===== src/rtl/mips_ctrl_pkg.sv =====
// Shared encodings for the multi-cycle MIPS control path: opcodes, FSM state
// codes and ALU operation selects. The ALU-control decoder imports the same
// aluop constants so both sides agree on the meaning of 00/01/10.
package mips_ctrl_pkg;

    localparam logic [5:0] OP_RTYPE = 6'b000000;
    localparam logic [5:0] OP_LW    = 6'b100011;
    localparam logic [5:0] OP_SW    = 6'b101011;
    localparam logic [5:0] OP_BEQ   = 6'b000100;
    localparam logic [5:0] OP_J     = 6'b000010;
    localparam logic [5:0] OP_ADDI  = 6'b001000;

    localparam logic [1:0] ALUOP_ADD   = 2'b00;
    localparam logic [1:0] ALUOP_SUB   = 2'b01;
    localparam logic [1:0] ALUOP_FUNCT = 2'b10;

    localparam logic [1:0] SRCB_REGB   = 2'b00;
    localparam logic [1:0] SRCB_FOUR   = 2'b01;
    localparam logic [1:0] SRCB_IMM    = 2'b10;
    localparam logic [1:0] SRCB_IMMSH  = 2'b11;

    localparam logic [1:0] PCSRC_ALU    = 2'b00;
    localparam logic [1:0] PCSRC_ALUOUT = 2'b01;
    localparam logic [1:0] PCSRC_JUMP   = 2'b10;

    typedef enum logic [3:0] {
        S_FETCH  = 4'd0,
        S_DECODE = 4'd1,
        S_MEMADR = 4'd2,
        S_MEMRD  = 4'd3,
        S_MEMWB  = 4'd4,
        S_MEMWR  = 4'd5,
        S_EXEC   = 4'd6,
        S_ALUWB  = 4'd7,
        S_BRANCH = 4'd8,
        S_JUMP   = 4'd9,
        S_ADDIEX = 4'd10,
        S_ADDIWB = 4'd11
    } state_t;

endpackage


===== src/rtl/mc_control.sv =====
// Multi-cycle MIPS main control FSM.
//
// state  | meaning
// FETCH  | read instruction, PC <= PC+4 when memory completes
// DECODE | register read, branch target precompute, dispatch on opcode
// MEMADR | effective address for lw/sw
// MEMRD  | data memory read, waits on mem_ready
// MEMWB  | load result written to rt
// MEMWR  | data memory write, waits on mem_ready
// EXEC   | R-type ALU operation
// ALUWB  | R-type result written to rd
// BRANCH | beq compare and conditional PC update
// JUMP   | PC <= jump target
// ADDIEX | addi ALU operation
// ADDIWB | addi result written to rt
// 12-15  | unused, recover to FETCH
module mc_control
    import mips_ctrl_pkg::*;
#(
    parameter int STATE_W = 4
) (
    input  logic               clk,
    input  logic               rst,
    input  logic [5:0]         opcode,
    input  logic               mem_ready,
    output logic [1:0]         aluop,
    output logic               alusrca,
    output logic [1:0]         alusrcb,
    output logic               pcwrite,
    output logic               pcwritecond,
    output logic               iord,
    output logic               memread,
    output logic               memwrite,
    output logic               irwrite,
    output logic               memtoreg,
    output logic               regdst,
    output logic               regwrite,
    output logic [1:0]         pcsource,
    output logic               instr_done,
    output logic               illegal_op,
    output logic [STATE_W-1:0] state
);

    state_t r_state;
    state_t w_next;

    logic w_pcwrite, w_pcwritecond, w_iord, w_memread, w_memwrite;
    logic w_irwrite, w_memtoreg, w_regdst, w_regwrite;
    logic w_instr_done, w_illegal_op;

    // State register; reset abandons whatever access was in flight.
    always_ff @(posedge clk) begin
        if (rst) r_state <= S_FETCH;
        else     r_state <= w_next;
    end

    // Next-state and Moore outputs, with mem_ready gating in FETCH/MEMWR.
    always_comb begin
        w_next        = S_FETCH;
        aluop         = ALUOP_ADD;
        alusrca       = 1'b0;
        alusrcb       = SRCB_REGB;
        pcsource      = PCSRC_ALU;
        w_pcwrite     = 1'b0;
        w_pcwritecond = 1'b0;
        w_iord        = 1'b0;
        w_memread     = 1'b0;
        w_memwrite    = 1'b0;
        w_irwrite     = 1'b0;
        w_memtoreg    = 1'b0;
        w_regdst      = 1'b0;
        w_regwrite    = 1'b0;
        w_instr_done  = 1'b0;
        w_illegal_op  = 1'b0;
        case (r_state)
            S_FETCH: begin
                w_memread = 1'b1;
                alusrcb   = SRCB_FOUR;
                w_irwrite = mem_ready;
                w_pcwrite = mem_ready;
                w_next    = mem_ready ? S_DECODE : S_FETCH;
            end
            S_DECODE: begin
                alusrcb = SRCB_IMMSH;
                case (opcode)
                    OP_RTYPE:      w_next = S_EXEC;
                    OP_LW, OP_SW:  w_next = S_MEMADR;
                    OP_BEQ:        w_next = S_BRANCH;
                    OP_J:          w_next = S_JUMP;
                    OP_ADDI:       w_next = S_ADDIEX;
                    default: begin
                        w_next       = S_FETCH;
                        w_illegal_op = 1'b1;
                    end
                endcase
            end
            S_MEMADR: begin
                alusrca = 1'b1;
                alusrcb = SRCB_IMM;
                if (opcode == OP_LW)      w_next = S_MEMRD;
                else if (opcode == OP_SW) w_next = S_MEMWR;
                else                      w_next = S_FETCH;
            end
            S_MEMRD: begin
                w_memread = 1'b1;
                w_iord    = 1'b1;
                w_next    = mem_ready ? S_MEMWB : S_MEMRD;
            end
            S_MEMWB: begin
                w_regwrite   = 1'b1;
                w_memtoreg   = 1'b1;
                w_instr_done = 1'b1;
            end
            S_MEMWR: begin
                w_memwrite   = 1'b1;
                w_iord       = 1'b1;
                w_instr_done = mem_ready;
                w_next       = mem_ready ? S_FETCH : S_MEMWR;
            end
            S_EXEC: begin
                alusrca = 1'b1;
                aluop   = ALUOP_FUNCT;
                w_next  = S_ALUWB;
            end
            S_ALUWB: begin
                w_regwrite   = 1'b1;
                w_regdst     = 1'b1;
                w_instr_done = 1'b1;
            end
            S_BRANCH: begin
                alusrca       = 1'b1;
                aluop         = ALUOP_SUB;
                pcsource      = PCSRC_ALUOUT;
                w_pcwritecond = 1'b1;
                w_instr_done  = 1'b1;
            end
            S_JUMP: begin
                pcsource     = PCSRC_JUMP;
                w_pcwrite    = 1'b1;
                w_instr_done = 1'b1;
            end
            S_ADDIEX: begin
                alusrca = 1'b1;
                alusrcb = SRCB_IMM;
                w_next  = S_ADDIWB;
            end
            S_ADDIWB: begin
                w_regwrite   = 1'b1;
                w_instr_done = 1'b1;
            end
            default: w_next = S_FETCH;
        endcase
    end

    // Enables and pulses are held low for as long as reset is asserted.
    always_comb begin
        pcwrite     = w_pcwrite     & ~rst;
        pcwritecond = w_pcwritecond & ~rst;
        iord        = w_iord        & ~rst;
        memread     = w_memread     & ~rst;
        memwrite    = w_memwrite    & ~rst;
        irwrite     = w_irwrite     & ~rst;
        memtoreg    = w_memtoreg    & ~rst;
        regdst      = w_regdst      & ~rst;
        regwrite    = w_regwrite    & ~rst;
        instr_done  = w_instr_done  & ~rst;
        illegal_op  = w_illegal_op  & ~rst;
    end

    assign state = STATE_W'(r_state);

endmodule


===== config.mk =====
export PLATFORM = sky130hd
export DESIGN_NAME = mc_control
export DESIGN_NICKNAME = d
export VERILOG_FILES = /design/src/rtl/mips_ctrl_pkg.sv /design/src/rtl/mc_control.sv
export SDC_FILE = /design/constraint.sdc
export NUM_CORES = 1
export LEC_CHECK = 0
export BUFFER_PORTS_ARGS = -buffer_cell sky130_fd_sc_hd__clkbuf_2
export CAP_MARGIN = 5
export CORE_MARGIN = 2
export CORE_UTILIZATION = 25
export DETAILED_ROUTE_END_ITERATION = 10
export GPL_TIMING_DRIVEN = 0
export SLEW_MARGIN = 10
export SYNTH_ARGS = -nofsm -noshare
export SYNTH_HDL_FRONTEND = slang
export SYNTH_SLANG_ARGS = --single-unit

===== constraint.sdc =====
create_clock -name clk -period 1.5 [get_ports clk]
set_input_delay 0.375 -clock clk [delete_from_list [all_inputs] [get_ports clk]]
set_output_delay 0.375 -clock clk [all_outputs]
set_load 0.05 [all_outputs]

==> metrics.yaml, run 1 <==
run_status:
  outcome: "finished with violations"
  violations: "setup timing"
floorplan:
  die_width_um: 53.1
  start_util_pct: 26.7
  die_h_um: 53.1
  num_rows: 17
  ios: 31
  die-area_mm2: 0.00282
  core_mm2: 0.00225
drt:
  vias: 1048
  route.detailed.drc: 0
  antenna_left: 0
  drt-wirelength-per-cell_um: 18.7
  drtIter0Drc: 25
  routed_wl_mm: 3.53
  first_pass_iters: 4
  vias_per_cell: 5.54
timing:
  final.min_clock_period_ns: 1.99
  final_max_slew_viol_count: 0
  hold_ws_ns: 0.476
  final.setup.worst_slack_ns: -0.491
  timing.setup.tns_ns: -6.54
  grt_setup_unrepaired: "yes"
  slew_headroom_pct: 63.2
  setup_viol: 22
  clock_skew_ns: 0.00782
  period_share_pct: 133
  max_freq_mhz: 502
  worst_pin_slew_ns: 0.547
  hold_viol: 0
critical_path:
  crit_path_start_kind: "flop"
  r2r-start: "state[2]$_SDFF_PP0_"
  crit_start: "state[3]$_SDFF_PP0_"
  r2r_end: "state[0]$_SDFF_PP0_"
  reg2reg_slack_ns: -0.17
  critPathMaxFanout: 6
  worstPathRequired_ns: 1.12
  end_kind: "output pin"
  reg2regPathDepth: 5
  worstPathArrival_ns: 1.62
  path_class: "flop to output pin"
  crit_path_end: "pcwrite"
yosys:
  synth_area_um2: 603
  syn_inst: 90
  synth.avg_cell_area_um2: 6.70
  yosysWarnings: 0
  ys_types: 31
  syn-num-nets: 99
  seq_area_frac_synth_pct: 13.3
  ys_ff_latch: 4
global_route:
  grt_max_degree: 11
  grt_pass1_vias: 973
  grt_antenna_before_repair: 0
  grt_pass1_wl_mm: 4.65
  track_usage_pct: 22.7
  grt-ovfl-total: 0
layout:
  final_cell_mix: "20 x buf_4, 17 x buf_6, 14 x buf_8, 11 x clkbuf_2"
  post_route_cells_drive_above_1_share_pct: 75.8
  final_common_cell: "buf_4"
  antenna_cells: 0
  instances_no_fill: 189
  syn2layout_area_growth_pct: 207
  fin_nets: 172
  largest_reg_flops: 4
  final_util_pct: 82.1
  final_area_mm2: 0.00185
place:
  io_buffers: 30
  place_inst: 148
  gp_congestion: 0.740
  dp_hpwl_mm: 1.60
  placed_cell_area_mm2: 0.00116
cts:
  htreeDepth: 1
  cts_made_buffers: 3
  cts_tree: "done"
  clockBufferDepth: 2
  cts.clk_slew.worst_paths_ns: 0.05
  cts-root-buf: "clkbuf_4"
  clock_sinks: 4
  clock_latency_ns: 0.25
pwr:
  vdd_drop_max_mv: 0.299
  powerDensity_mw_per_mm2: 288
  leakage_nw: 0.746
run:
  drv_cap: 0
hold_path:
  min_from: "opcode[1]"
  hold_class: "input pin to flop"
-- cell families after synthesis --
kind of cell	Yosys count	share of synthesized area [%]
buffers and inverters	10	8.71
AND/OR/NAND/NOR	53	50.6
XOR/XNOR	2	2.91
AO/OA/AOI/OAI	21	24.5
flip-flops	4	13.3
-- critical path, cell delays in order (launching register included) --
cell and delay [ns]:
dfxtp_4 0.35, buf_8 0.13, clkbuf_16 0.15, nor3b_2 0.22, a21oi_2 0.08, nor4_4 0.20, clkbuf_8 0.24
-- repair_timing --
action / CTS / global route
pin swaps: 15 / 11
resized for setup: 70 / 26
endpoints found under the setup margin: 22 / 22
endpoints found under the hold margin: 0 / 0
cloned: 0 / 0
buffers inserted: 26 / 17
hold buffers: 0 / 0
-- how the worst min path moves through the flow --
stage               cells after the start                  end
floorplan                               2  state[0]$_SDFF_PP0_
global placement                        3  state[0]$_SDFF_PP0_
detailed placement                      3  state[3]$_SDFF_PP0_
CTS                                     3  state[0]$_SDFF_PP0_
global route                            3  state[2]$_SDFF_PP0_
finish                                  3  state[0]$_SDFF_PP0_
-- layout make-up --
type	count	area, um^2
inverters	1	7.51
well taps	28	35.0
clock buffers	3	22.5
fillers	129	404
plain buffers	7	140
multi-input cells	76	817
repair buffers	70	733
flip-flops and latches	4	95.1
-- stage by stage --
| step | worst slack, ns | total power, mW |
|---|---|---|
| floorplan | -0.509 | 0.253 |
| global placement | -0.433 | 0.298 |
| detailed placement | -0.448 | 0.301 |
| CTS | -0.446 | 0.494 |
| global route | -0.514 | 0.556 |
| finish | -0.491 | 0.532 |
-- per-layer routing --
layer  up-vias  wire length [um]  global-route usage, %
met2        52              1900                   45.8
met4         0               145                   2.14
met3        14               187                   4.24
li1        483                 -                      -
met5         -                 0                      0
met1       499              1300                   24.8
-- power by group --
part           switching (mW)  leakage, nW  internal [mW]
Sequential            0.00414       0.0355          0.103
Clock                  0.0642       0.0138         0.0909
Combinational           0.157        0.697          0.113
Total                   0.225        0.746          0.307
-- cells in the mapped netlist --
master / count / area (um^2)
nor4_2: 1 / 12.5
or3_1: 2 / 12.5
a21oi_1: 7 / 35.0
nor3b_1: 2 / 15.0
o21ai_0: 4 / 20.0
a2111oi_4: 1 / 27.5
o211ai_1: 1 / 7.51
nor3_1: 8 / 40.0
nand3_1: 4 / 20.0
nor2_1: 9 / 33.8
buf_6: 1 / 11.3
buf_4: 2 / 15.0
or4b_4: 1 / 13.8
clkbuf_1: 6 / 22.5
nor4b_1: 2 / 17.5
inv_1: 1 / 3.75
nand3b_1: 2 / 15.0
dfxtp_1: 4 / 80.1
nand2b_1: 6 / 37.5
nand2_1: 5 / 18.8
xnor2_1: 1 / 8.76
nor4_1: 7 / 43.8
nand4_1: 1 / 6.26
nor2b_1: 2 / 12.5
a31oi_1: 4 / 25.0
o311ai_1: 1 / 8.76
o21bai_1: 1 / 7.51
and3_1: 1 / 6.26
xor2_1: 1 / 8.76
o22a_1: 1 / 8.76
a21o_1: 1 / 7.51
Power figures use the tool's default switching activity.
==> run 2: changes to the inputs <==
--- a/config.mk
+++ b/config.mk
@@ -7,10 +7,13 @@
 export LEC_CHECK = 0
 export BUFFER_PORTS_ARGS = -buffer_cell sky130_fd_sc_hd__clkbuf_2
 export CAP_MARGIN = 5
+export CELL_PAD_IN_SITES_DETAIL_PLACEMENT = 0
+export CELL_PAD_IN_SITES_GLOBAL_PLACEMENT = 1
 export CORE_MARGIN = 2
 export CORE_UTILIZATION = 25
 export DETAILED_ROUTE_END_ITERATION = 10
 export GPL_TIMING_DRIVEN = 0
+export PLACE_DENSITY_LB_ADDON = 0.1
 export SLEW_MARGIN = 10
 export SYNTH_ARGS = -nofsm -noshare
 export SYNTH_HDL_FRONTEND = slang
==> run 2 against run 1 <==
Effect of this change: the run still ends with setup timing left; final cell count is 3.2% lower; critical path depth is 3 lower; die area stayed put; non-clock buffer count is 6 lower; combinational power is 7% lower; first-iteration DRC count is 24% lower; register-to-register slack worse by 0.14 ns; largest cell class is now multi-input gates; highest routed layer unchanged.
==> metrics.yaml, run 2 (synthesis results as in run 1) <==
timing:
  clock_skew_ns: 0.00445
  hold_viol: 0
  period_share_pct: 128
  final_max_slew_viol_count: 0
  slew_headroom_pct: 62.3
  hold_ws_ns: 0.472
  grt_setup_unrepaired: "yes"
  final.min_clock_period_ns: 1.92
  worst_pin_slew_ns: 0.562
  setup_viol: 22
  max_freq_mhz: 521
  final.setup.worst_slack_ns: -0.419
layout:
  final_area_mm2: 0.00178
  post_route_cells_drive_above_1_share_pct: 74.8
  antenna_cells: 0
  fin_nets: 166
  final_common_cell: "buf_4"
  final_cell_mix: "19 x buf_4, 12 x buf_6, 12 x clkbuf_2, 12 x buf_8, 8 x clkbuf_8"
  syn2layout_area_growth_pct: 196
  largest_reg_flops: 4
  final_util_pct: 79.1
floorplan:
  ios: 31
  die-area_mm2: 0.00282
  start_util_pct: 26.7
  die_width_um: 53.1
  core_mm2: 0.00225
  die_h_um: 53.1
  num_rows: 17
critical_path:
  crit_path_end: "illegal_op"
  end_kind: "output pin"
  crit_path_start_kind: "flop"
  crit_start: "state[2]$_SDFF_PP0_"
  slowest_delay_ns: 0.57
  r2r_end: "state[0]$_SDFF_PP0_"
  path_cells: "or4b_4 -> nor4_4 -> clkbuf_8"
  reg2regPathDepth: 6
  worstPathRequired_ns: 1.12
  r2r-start: "state[2]$_SDFF_PP0_"
  critPathMaxFanout: 5
  path_class: "flop to output pin"
  slowest_stage: "or4b_4"
  worstPathArrival_ns: 1.54
  reg2reg_slack_ns: -0.31
pwr:
  vdd_drop_max_mv: 0.277
  total_power_uw: 505
  leakage_nw: 0.704
  powerDensity_mw_per_mm2: 283
cts:
  htreeDepth: 1
  cts.clk_slew.worst_paths_ns: 0.04
  clockBufferDepth: 2
  ctsHoldBuffers: 0
  cts_made_buffers: 3
  cts_tree: "done"
  cts-root-buf: "clkbuf_4"
  clock_latency_ns: 0.25
  clock_sinks: 4
drt:
  vias: 970
  vias_per_cell: 5.30
  first_pass_iters: 4
  antenna_left: 0
  m1WireLength_mm: 1.28
  drt-wirelength-per-cell_um: 15.9
  top_layer_used: "met4"
  drtIter0Drc: 19
  route.detailed.drc: 0
  wl_met2_mm: 1.54
  wl_met3_um: 69
  routed_wl_mm: 2.91
run:
  drv_cap: 0
global_route:
  grt_pass1_wl_mm: 4.61
  track_usage_pct: 21.7
  grt_pass1_vias: 980
  grt_max_degree: 11
  grt-ovfl-total: 0
  grt_antenna_before_repair: 0
hold_path:
  hold_class: "input pin to flop"
  min_path_cells: 3
place:
  preCtsSetupSlack_ns: -0.442
  io_buffers: 30
  gp_congestion: 0.754
  dp_hpwl_mm: 1.57
  placed_cell_area_mm2: 0.00116
run_status:
  outcome: "finished with violations"
  violations: "setup timing"
run 2: changes by cell type in the layout (fill, tap and decap cells not counted), moves of 2 or more:
| cell | before | now |
|---|---|---|
| a21oi_2 | 1 | 3 |
| buf_6 | 17 | 12 |
| buf_8 | 14 | 12 |
| a21oi_1 | 5 | 3 |
run 2: what timing repair did:
| action | 4_1_cts | 5_1_grt |
|---|---|---|
| gates resized for setup | 57 | 26 |
| setup endpoints to repair | 22 | 22 |
| setup buffers | 29 | 5 |
| pin swaps | 10 | 16 |
run 2: metrics by stage:
| step | TNS, ns | cells |
|---|---|---|
| after global routing | -7.76 | 183 |
| after global placement | -3.72 | 148 |
| after CTS | -5.69 | 178 |
| after floorplan | -4.70 | 90 |
| final | -6.78 | 183 |
| after detailed placement | -4.00 | 148 |
run 2: final cells by class:
type	instances	area, um^2
multi-input cells	76	815
repair buffers	64	663
fillers	135	470
plain buffers	7	150
flip-flops and latches	4	95.1
well taps	28	35.0
clock buffers	3	22.5
inverters	1	3.75
run 2: layer usage:
metal	track usage [%]	up-vias
met3	1.41	2
met4	5.56	0
met2	37.3	30
met5	0	-
met1	29.2	465
li1	-	473
run 2: worst max-delay path: cells and delay by family, from the launching register on:
kind          cells  cell delay [ns]
buf+inv           1             0.22
flops             1             0.36
simple gates      2             0.72
run 2: where the power goes:
part	internal [mW]	switching (mW)	total, mW
Clock	0.0901	0.0527	0.143
Combinational	0.107	0.145	0.252
Sequential	0.104	0.00664	0.110
Total	0.301	0.204	0.505
run 2: worst min-delay path by stage:
stage,from,to
floorplan,opcode[1],state[0]$_SDFF_PP0_
global placement,opcode[1],state[0]$_SDFF_PP0_
detailed placement,opcode[1],state[0]$_SDFF_PP0_
CTS,opcode[1],state[0]$_SDFF_PP0_
global route,opcode[3],state[2]$_SDFF_PP0_
finish,opcode[1],state[0]$_SDFF_PP0_
==> run 3: changes to the inputs <==
--- a/config.mk
+++ b/config.mk
@@ -9,11 +9,11 @@
 export CAP_MARGIN = 5
 export CELL_PAD_IN_SITES_DETAIL_PLACEMENT = 0
 export CELL_PAD_IN_SITES_GLOBAL_PLACEMENT = 1
-export CORE_MARGIN = 2
 export CORE_UTILIZATION = 25
 export DETAILED_ROUTE_END_ITERATION = 10
 export GPL_TIMING_DRIVEN = 0
 export PLACE_DENSITY_LB_ADDON = 0.1
+export SKIP_LAST_GASP = 1
 export SLEW_MARGIN = 10
 export SYNTH_ARGS = -nofsm -noshare
 export SYNTH_HDL_FRONTEND = slang
==> run 3 against run 2 <==
Effect of this change: the flow still finishes with violations (setup timing); largest cell class unchanged; routed wire length down 11%; power is 3.9% lower; maximum frequency up 1.0%; sequential power hardly changed; via count down 0.82%; clock skew shrank 0.0036 ns; final area shrank 6.7%; clock power fell by 12%; global-route usage shrank 2.9 points; worst setup slack improved by 0.020 ns; final cell count shrank 4.4%.
==> metrics.yaml, run 3 (synthesis results as in run 1) <==
floorplan:
  ios: 31
  start_util_pct: 27.0
  die_h_um: 51.1
  num_rows: 17
  die-area_mm2: 0.00261
  die_width_um: 51.1
  core_mm2: 0.00223
drt:
  vias_per_cell: 5.50
  route.detailed.drc: 0
  drt-wirelength-per-cell_um: 14.8
  antenna_left: 0
  routed_wl_mm: 2.60
  first_pass_iters: 4
  vias: 962
  drtIter0Drc: 36
hold_path:
  hold_class: "input pin to flop"
  hold_path_end: "state[0]$_SDFF_PP0_"
  min_path_cells: 3
  min_from: "opcode[1]"
timing:
  final_max_slew_viol_count: 0
  final.setup.worst_slack_ns: -0.399
  hold_ws_ns: 0.465
  hold_viol: 0
  period_share_pct: 127
  setup_viol: 22
  timing.setup.tns_ns: -5.18
  slew_headroom_pct: 68.7
  clock_skew_ns: 0.000861
  max_freq_mhz: 526
  final.min_clock_period_ns: 1.90
  worst_pin_slew_ns: 0.466
  grt_setup_unrepaired: "yes"
global_route:
  grt_pass1_wl_mm: 3.86
  grt_pass1_vias: 855
  grt_max_degree: 11
  track_usage_pct: 18.8
  grt_antenna_before_repair: 0
  grt-ovfl-total: 0
critical_path:
  path_class: "flop to output pin"
  worstPathRequired_ns: 1.12
  crit_path_start_kind: "flop"
  end_kind: "output pin"
  r2r_end: "state[1]$_SDFF_PP0_"
  slowest_stage: "or4b_4"
  reg2regPathDepth: 6
  reg2reg_slack_ns: -0.21
  critPathMaxFanout: 8
  worstPathArrival_ns: 1.52
  path_cells: "or4b_4 -> nor4_4 -> clkbuf_8"
  r2r-start: "state[1]$_SDFF_PP0_"
  slowest_delay_ns: 0.55
place:
  place_inst: 148
  placed_cell_area_mm2: 0.00116
  io_buffers: 30
  preCtsSetupSlack_ns: -0.450
  dp_hpwl_mm: 1.56
  gp_congestion: 0.717
layout:
  instances_no_fill: 175
  syn2layout_area_growth_pct: 176
  largest_reg_flops: 4
  post_route_cells_drive_above_1_share_pct: 72.1
  fin_nets: 158
  multi_input_area_um2: 812
  regArea_um2: 95.1
  antenna_cells: 0
  final_cell_mix: "18 x buf_4, 12 x clkbuf_2, 12 x buf_8, 8 x clkbuf_8, 8 x buf_6"
  nFillCells: 176
  final_util_pct: 74.5
  final_common_cell: "buf_4"
  final_area_mm2: 0.00166
pwr:
  leakage_nw: 0.642
  total_power_uw: 485
  powerDensity_mw_per_mm2: 291
  vdd_drop_max_mv: 0.242
cts:
  clock_sinks: 4
  htreeDepth: 1
  cts.clk_slew.worst_paths_ns: 0.03
  clockBufferDepth: 2
  cts_made_buffers: 3
  cts_tree: "done"
  ctsHoldBuffers: 0
  clock_latency_ns: 0.23
  cts-root-buf: "clkbuf_4"
run_status:
  outcome: "finished with violations"
  violations: "setup timing"
run:
  drv_cap: 0
run 3: changes by cell type in the layout (fill, tap and decap cells not counted), sizes merged:
| cell | change |
|---|---|
| buf | -7 |
| clkbuf | -1 |
run 3: power breakdown:
part / leakage, nW / internal, mW / switching (mW) / total [mW]
registers: 0.0355 / 0.104 / 0.00561 / 0.109
clock network: 0.0138 / 0.0890 / 0.0366 / 0.126
logic: 0.593 / 0.105 / 0.145 / 0.250
run 3: cell type report:
| cell class | instances | area share, % |
|---|---|---|
| multi-input cells | 76 | 48.8 |
| well taps | 28 | 2.11 |
| inverters | 1 | 0.226 |
| plain buffers | 7 | 8.35 |
| clock buffers | 3 | 1.35 |
| repair buffers | 56 | 33.5 |
| flip-flops and latches | 4 | 5.71 |
run 3: worst max path at each step:
stage          slack (ns)  cells after the start           startpoint         end
2_1_floorplan       -0.51                      3  state[0]$_SDFF_PP0_  illegal_op
3_3_place_gp        -0.45                      6  state[1]$_SDFF_PP0_    regwrite
3_5_place_dp        -0.45                      6  state[1]$_SDFF_PP0_    regwrite
4_1_cts             -0.40                      3  state[2]$_SDFF_PP0_  illegal_op
5_1_grt             -0.44                      6  state[3]$_SDFF_PP0_     pcwrite
6_report            -0.40                      3  state[1]$_SDFF_PP0_  illegal_op
run 3: what timing repair did:
action / 4_1_cts / 5_1_grt
gates cloned: 0 / 0
setup endpoints to repair: 22 / 22
gates resized for setup: 55 / 24
buffers inserted: 20 / 7
hold endpoints to repair: 0 / 0
pin swaps: 15 / 11
run 3: per-layer routing:
metal	vias to the layer above	part of all wire, %	global-route usage, %	wire length, um
met1	457	43	24.8	1110
met5	-	0	0	0
met2	42	52	32.0	1350
li1	461	-	-	-
met4	0	0.54	6.48	14
met3	2	4.7	1.19	122
run 3: critical path, delay by kind of cell, from the launching register on:
family	cells	cell delay, ns
flops	1	0.37
buf+inv	1	0.22
simple gates	2	0.70
